<file path="src/rtl/sr_flag_arbiter.sv">
// Round-robin arbiter that turns set/reset requests into one-cycle
// pulses on an internal SR flag bank, with a bank-wide clear.
module sr_flag_arbiter #(
    parameter int N_REQ  = 4,
    parameter int N_FLAG = 8,
    parameter int IDX_W  = 3
) (
    input  logic                   clk,
    input  logic                   rst,
    input  logic                   en,
    input  logic                   clr_all,
    input  logic [N_REQ-1:0]       req,
    input  logic [N_REQ-1:0]       req_op,
    input  logic [N_REQ*IDX_W-1:0] req_idx,
    output logic [N_REQ-1:0]       gnt,
    output logic [N_FLAG-1:0]      sr_s,
    output logic [N_FLAG-1:0]      sr_r,
    output logic [N_FLAG-1:0]      flag_q,
    output logic                   busy
);

    localparam int PTR_W = (N_REQ > 1) ? $clog2(N_REQ) : 1;

    typedef enum logic [1:0] {
        RUN   = 2'd0,
        CLEAR = 2'd1,
        HOLD  = 2'd2
    } state_e;

    state_e             state_q, state_d;
    logic [PTR_W-1:0]   ptr_q, ptr_d;
    logic [N_FLAG-1:0]  sr_s_q, sr_s_d;
    logic [N_FLAG-1:0]  sr_r_q, sr_r_d;
    logic [N_FLAG-1:0]  flag_d;

    logic               grant_ok;
    logic               win_vld;
    logic [PTR_W-1:0]   win;
    logic               sel_op;
    logic [IDX_W-1:0]   sel_idx;

    // State register; reset always lands in RUN.
    always_ff @(posedge clk) begin
        if (rst) begin
            state_q <= RUN;
        end else begin
            state_q <= state_d;
        end
    end

    // Next-state logic: clear wins over hold, CLEAR lasts one cycle.
    always_comb begin
        state_d = state_q;
        unique case (state_q)
            RUN: begin
                if (clr_all)  state_d = CLEAR;
                else if (!en) state_d = HOLD;
            end
            CLEAR: begin
                state_d = en ? RUN : HOLD;
            end
            HOLD: begin
                if (clr_all) state_d = CLEAR;
                else if (en) state_d = RUN;
            end
            default: state_d = RUN;
        endcase
    end

    // Round-robin search: first active request at or after ptr_q.
    always_comb begin
        win_vld = 1'b0;
        win     = '0;
        for (int o = 0; o < N_REQ; o++) begin
            if (!win_vld && req[(int'(ptr_q) + o) % N_REQ]) begin
                win_vld = 1'b1;
                win     = PTR_W'((int'(ptr_q) + o) % N_REQ);
            end
        end
    end

    // Output logic: grant only in RUN with the block enabled and no clear.
    always_comb begin
        grant_ok = !rst && (state_q == RUN) && en && !clr_all;
        gnt      = '0;
        if (grant_ok && win_vld) begin
            gnt[win] = 1'b1;
        end
        sel_op  = req_op[win];
        sel_idx = req_idx[int'(win)*IDX_W +: IDX_W];
    end

    // Pulse and pointer next-state; out-of-range indices get no pulse.
    always_comb begin
        sr_s_d = '0;
        sr_r_d = '0;
        ptr_d  = ptr_q;
        if (state_d == CLEAR) begin
            sr_r_d = '1;
        end else if (|gnt) begin
            ptr_d = PTR_W'((int'(win) + 1) % N_REQ);
            for (int v = 0; v < N_FLAG; v++) begin
                if (sel_idx == IDX_W'(v)) begin
                    sr_s_d[v] = sel_op;
                    sr_r_d[v] = !sel_op;
                end
            end
        end
    end

    // SR flag semantics; set and reset are never issued together.
    always_comb begin
        flag_d = (flag_q | sr_s_q) & ~sr_r_q;
    end

    // Datapath registers; reset drops any in-flight pulse.
    always_ff @(posedge clk) begin
        if (rst) begin
            ptr_q  <= '0;
            sr_s_q <= '0;
            sr_r_q <= '0;
            flag_q <= '0;
        end else begin
            ptr_q  <= ptr_d;
            sr_s_q <= sr_s_d;
            sr_r_q <= sr_r_d;
            flag_q <= flag_d;
        end
    end

    assign sr_s = sr_s_q;
    assign sr_r = sr_r_q;
    assign busy = (state_q == CLEAR) | (|sr_s_q) | (|sr_r_q);

endmodule
</file>
<file path="config.mk">
export PLATFORM = sky130hd
export DESIGN_NAME = sr_flag_arbiter
export DESIGN_NICKNAME = d
export VERILOG_FILES = /design/src/rtl/sr_flag_arbiter.sv
export SDC_FILE = /design/constraint.sdc
export NUM_CORES = 1
export LEC_CHECK = 0
export CAP_MARGIN = 20
export CORE_ASPECT_RATIO = 0.6
export CORE_MARGIN = 2
export CORE_UTILIZATION = 44
export CTS_BUF_LIST = sky130_fd_sc_hd__clkbuf_8
export CTS_CLUSTER_DIAMETER = 50
export CTS_CLUSTER_SIZE = 8
export DETAILED_ROUTE_END_ITERATION = 6
export PLACE_DENSITY_LB_ADDON = 0.25
export SLEW_MARGIN = 40
export SYNTH_ARGS = -nofsm -noshare
export SYNTH_HDL_FRONTEND = slang
export SYNTH_SLANG_ARGS = --single-unit
</file>
<file path="constraint.sdc">
create_clock -name clk -period 3.2 [get_ports clk]
set_input_delay 0.64 -clock clk [delete_from_list [all_inputs] [get_ports clk]]
set_output_delay 0.64 -clock clk [all_outputs]
set_load 0.05 [all_outputs]
</file>
**Yosys cells after proc, flatten, opt, wreduce, memory -nomap -nowiden**

Index checks and enable logic that the tools add are counted.

- Output and inout bits: 29
- Bits in registers: 28

- Muxes and demuxes: 40
- Shift-type cells: 1
- Magnitude comparators: 6
- Reduce and logical (&&, ||, !) cells: 31
- Multiply operators: 1
- Add/sub/neg operators: 4
- Bitwise gates (word level): 18
- Equal/unequal tests: 10

Operators by type and width:

| operator | count |
|---|---|
| $reduce_or A4 Y1 | 9 |
| $mux W1 | 21 |
| $mux W2 | 9 |
| $mux W8 | 2 |
| $reduce_or A8 Y1 | 2 |
| $eq A3 B3 Y1 const B | 4 |
| $lt A3 B4 Y1 const B | 3 |
| $shiftx A12 B5 Y3 | 1 |
| $bmux W1 S2 | 5 |
| $not A1 Y1 | 10 |
| $and A8 B8 Y8 | 1 |
| $logic_and A1 B1 Y1 | 8 |
| $not A8 Y8 | 1 |
| $or A8 B8 Y8 | 1 |
| $eq A3 B2 Y1 const B | 2 |
| $logic_not A1 Y1 | 6 |
| $lt A2 B3 Y1 const B | 2 |
| $pmux W2 S3 | 1 |
| $reduce_or A2 Y1 | 3 |
| $add A2 B1 Y2 const B | 2 |
| $add A2 B2 Y2 const B | 2 |
| $eq A2 B1 Y1 const B | 2 |
| $mul A2 B2 Y4 const B | 1 |
| $mux W4 | 1 |
| other kinds (9) | 12 |

**Logic depth before layout (Yosys ltp)**

- Depth in word-level cells: 22
- Mapped depth: 9
- Mapped depth without buffers: 8

**Least setup slack after synthesis**

Ideal clock, no wire load.

- Path type: input port to flip-flop
- Start point: in req[2]
- End point: reg sr_r_q[5], in the netlist sr_r[5]
- Buffers on the path: 0
- Data required time: 3057 ps
- Slack: 394 ps
- Cell stages on the path: 8
- Arrival: 2663 ps
- Path through: nor2b_2 and2b_4 nor3_4 inv_2 ha_1 o41ai_1 o21bai_1 o31ai_1

- Longest elaborated chain between the ends: 20
- Elaborated cells between the ends (all ways): 42

RTL lines:

| item | line | RTL |
|---|---|---|
| from (decl) | 12 | `input logic [N_REQ-1:0] req,` |
| branches (longest 18 deep; another with $bmux W1 S2) | -- |  |
| $mux W8 * | 100 | `end else if (\|gnt) begin` |
| $mux W8 * | 98 | `if (state_d == CLEAR) begin` |
| to (signal assigned) | 126 | `sr_r_q <= sr_r_d;` |
| to (decl) | 33 | `logic [N_FLAG-1:0] sr_r_q, sr_r_d;` |

Mark *: on every way between the ends. The select of a mux whose other input is x is not followed.
A chain may end at the register's enable or synchronous reset.

**Worst setup path in the final report**

- Start point: in req[0]
- End point: out gnt[0]

- Longest elaborated chain between the ends: 17
- Elaborated cells between the ends (all ways): 32

RTL lines:

| item | line | RTL |
|---|---|---|
| $bmux W1 S2 | 75 | `if (!win_vld && req[(int'(ptr_q) + o) % N_REQ]) begin` |
| $mux W1 (implied by the code) | 75 |  |
| $mux W1 | 75 |  |
| $logic_not A1 Y1 | 75 |  |
| $logic_and A1 B1 Y1 | 75 |  |
| $mux W1 | 75 |  |
| $logic_not A1 Y1 | 75 |  |
| $logic_and A1 B1 Y1 | 75 |  |
| $mux W1 | 75 |  |
| $logic_not A1 Y1 | 75 |  |
| $logic_and A1 B1 Y1 | 75 |  |
| $mux W2 | 75 |  |
| $lt A2 B3 Y1 (implied by the code) or $ge A2 B1 Y1 (tied branches) | 87 | `gnt[win] = 1'b1;` |
| $logic_and A1 B1 Y1 (implied by the code) | 87 |  |
| $mux W1 (implied by the code) | 87 |  |
| $demux W1 S2 | 87 |  |
| $mux W4 * | 86 | `if (grant_ok && win_vld) begin` |
| to (decl) | 15 | `output logic [N_REQ-1:0] gnt,` |

Mark *: on every way between the ends. The rest lies on a longest branch, timed or not. The select of a mux whose other input is x is not followed.

==> out/results.tsv <==
stage	metric	value	unit
status	status	finished, final reports clean	
die	CORE AREA	2870	um^2
clock_tree	Worst-path clk slew	90	ps
sta	Hold WS	451	ps
hold_path	worst hold path class	reg -> reg	
global_routing	pin count of the biggest net entering global routing	15	
logic_synthesis	Top FF cell, synth	dfxtp_1	
global_routing	met3 Use GR	6.56	%
worst_setup_path	CP endpoint kind	primary output	
logic_synthesis	Syn Inst Count	137	
die	full die area	3490	um^2
pwr	register share of total power	47.6	%
drt	Final ANT Viol Nets	0	
placement	DP HPWL	2880	um
pwr	Design Power	771	uW
worst_setup_path	startpoint type of the worst setup path	input port	
worst_setup_path	worst-case reg-to-reg path depth	8	
pwr	net switching power	242	uW
clock_tree	CTS tree	built	
die	num rows	15	
global_routing	GR Util met1	33.6	%
worst_setup_path	Setup Crit Path Kind	in -> out	
clock_tree	clk buf depth	2	
sta	Worst slew margin	57.4	%
clock_tree	CTS buffer count	3	
hold_path	hold worst-path end	flag_q[6]	
final_layout	register area	561	um^2
drt	drc violations	0	
worst_setup_path	crit-path max FO	6	
sta	Clock Skew	9.97	ps
logic_synthesis	Area contributors post-synth	dfxtp_1, nor4_1, o41ai_2, ha_1, nor2_1	
logic_synthesis	syn_nets	165	
pwr	Leak	0.000750	uW
drt	First DRT Iteration DRCs	114	
pwr	Logic pwr share	28.3	%
final_layout	Fillers	233	
pwr	worst vdd ir	0.210	mV
sta	final setup fails	0	
final_layout	ratio of cells with drive above 1 in the final layout	16.6	%
die	Die Y	46.6	um
global_routing	Total GRT Usage	24.2	%
global_routing	total gr overflow	0	
placement	Port-buffer cells	52	
drt	DR vias/cell	5.68	
pwr	Pwr per Cell Area	387	nW/um^2
drt	Total Wirelength	3780	um
clock_tree	H-tree levels	1	
hold_path	Hold Path Cell Cnt	1	
die	initial core utilization	46.3	%
clock_tree	# Post-CTS Setup Buffers	0	
sta	fin crit share	96.0	%
logic_synthesis	Mapped Avg Cell Area	9.70	um^2
logic_synthesis	largest area contributor in the netlist	dfxtp_1	
drt	TritonRoute pass-1 iters	4	
sta	unrepaired setup endpoints after global routing	false	
logic_synthesis	Async SR Flop Fraction	0	%
drt	Via Count	1334	
worst_setup_path	Required @ worst endpoint	2560	ps
final_layout	non-filler instance count after layout	235	
logic_synthesis	synth warn	0	
final_layout	area of the multi-input gates	744	um^2
clock_tree	clock latency on the worst-skew pair	270	ps
placement	pre-CTS setup slack	-243	ps
worst_setup_path	worst reg-to-reg setup slack	590	ps
logic_synthesis	register area share after synthesis	42.2	%
sta	post-route minimum period	3070	ps
pwr	Clock Power Share	24.1	%
clock_tree	CTS Root Cell	clkbuf_8	
global_routing	vias in the first global route	1257	
sta	worst-margin pin slew	636	ps
sta	fin. max-slew vios	0	
worst_setup_path	Reg2Reg Launch Point	ptr_q[1]	
pwr	Int Power	528	uW
placement	placed cell count	232	
worst_setup_path	Worst EP arrival	2430	ps
sta	Fmax	326	MHz
hold_path	Worst Hold Launch	sr_r[6]	
global_routing	GR peak layer	met2	
final_layout	Layout Nets	223	
logic_synthesis	post-synth top area share	42.2	%
die	Die Wd	74.9	um
global_routing	grt met2 use	38.2	%
logic_synthesis	Yosys reg bits	28	
clock_tree	hold_buf cts	0	
placement	routability cong.	0.842	
die	IO Count	53	
drt	routed length per instance	16.1	um
clock_tree	# clock sinks	28	
final_layout	Layout area overhead	49.9	%
pwr	Sw Share	31.5	%
sta	Fin. Hold Viols	0	
logic_synthesis	mapped cell area	1330	um^2
logic_synthesis	number of synthesized flops with an enable pin	0	
run	Max-cap violations	0	
final_layout	ant diodes	0	
logic_synthesis	post-synthesis cell type count	43	
global_routing	first-pass GRT wire length	6220	um
sta	PnR worst setup slack	129	ps
worst_setup_path	Reg-to-Reg End	sr_r[2]	
final_layout	fin util	69.4	%
global_routing	initial antenna violation count	0	
metrics by stage:
stage          setup TNS (ps)  area, um^2
2_1_floorplan               0        1330
3_3_place_gp            -38.3        1930
3_5_place_dp            -3250        1930
4_1_cts                     0        1980
5_1_grt                     0        1990
6_report                    0        1990
cells in the mapped netlist, types with 2 or more instances:
cell and number:
and3_1 2, nor4_1 14, o31ai_1 2, clkbuf_1 2, inv_2 2, nand2b_1 2
o21bai_1 2, mux2i_1 3, dfxtp_1 28, nor3_1 8, ha_1 4, o41ai_2 4
nor2b_1 2, a21oi_1 3, nor2_1 13, inv_1 2, o21ai_1 2, a211oi_2 2
and2_1 5, nand3_1 8, nand2_1 2, o21ai_0 3, o31ai_2 2
cells in the final DEF, fill, tap and decap left out, types with 2 or more instances in the layout:
master and instances:
clkdlybuf4s50_1 46, dfxtp_1 28, nor4_1 14, nor2_1 13, nand3_1 8, nor3_1 8, buf_4 7, and2_1 5
o41ai_2 4, ha_1 4, mux2i_1 3, a21oi_1 3, o21ai_0 3, clkbuf_8 3, inv_2 2, inv_1 2
nor2b_1 2, nand2_1 2, nand2b_1 2, and3_1 2, a211oi_2 2, o21ai_1 2, o31ai_1 2, o31ai_2 2
dlymetal6s2s_1 2, buf_12 2
routing by layer:
layer  wire [um]  vias up  part of all wire [%]
met3         327        4                   8.6
met1        1730      628                    46
met2        1700       75                    45
li1            -      627                     -
met5           0        -                     0
met4          27        0                  0.71
cells by family (layout without fill, tap and decap cells):
kind of cell / after synthesis / after routing / synth area share (%)
AO/OA/AOI/OAI: 31 / 31 / 21.9
adder cells (fa/ha/maj): 4 / 4 / 3.77
buffers and inverters: 8 / 64 / 2.92
flip-flops: 28 / 28 / 42.2
multiplexers: 3 / 3 / 2.26
AND/OR/NAND/NOR: 63 / 63 / 26.9
power by group through the flow:
stage	registers, uW	clock network, uW	logic, uW
floorplan	399	0	106
global placement	374	0	205
detailed placement	375	0	210
CTS	367	189	215
global route	368	202	234
finish	367	186	218
registers in the layout, summed over array words and instances, names as in the netlist:
name,count
flag_q,8
ptr_q,2
sr_r,8
state_q,2
sr_s,8
critical path: stages:
cell	delay [ps]
clkdlybuf4s50_1	540
nand2_2	110
a221oi_4	380
nor2_4	90
inv_1	100
ha_1	200
and2_1	210
buf_12	160
final cells by class:
cell class              instances  share of cell area, %
well taps                      42                   2.64
repair buffers                 57                   29.0
inverters                       4                  0.754
flip-flops and latches         28                   28.1
clock buffers                   3                   2.07
multi-input cells             101                   37.4
worst max-delay path by stage:
stage	start	depth (start not counted)	to	slack, ps
4_1_cts	req[2]	8	gnt[1]	20
3_3_place_gp	req[2]	8	sr_r[7]	-10
3_5_place_dp	req[2]	8	sr_r[7]	-240
2_1_floorplan	req[2]	8	sr_r[5]	390
5_1_grt	req[0]	8	gnt[0]	30
6_report	req[0]	8	gnt[0]	130
repair_timing:
item	CTS	global route
gates resized for setup	1	3
endpoints found under the hold margin	0	0
pin swaps	0	2
endpoints found under the setup margin	2	19
(Power assumes the default switching activity.)
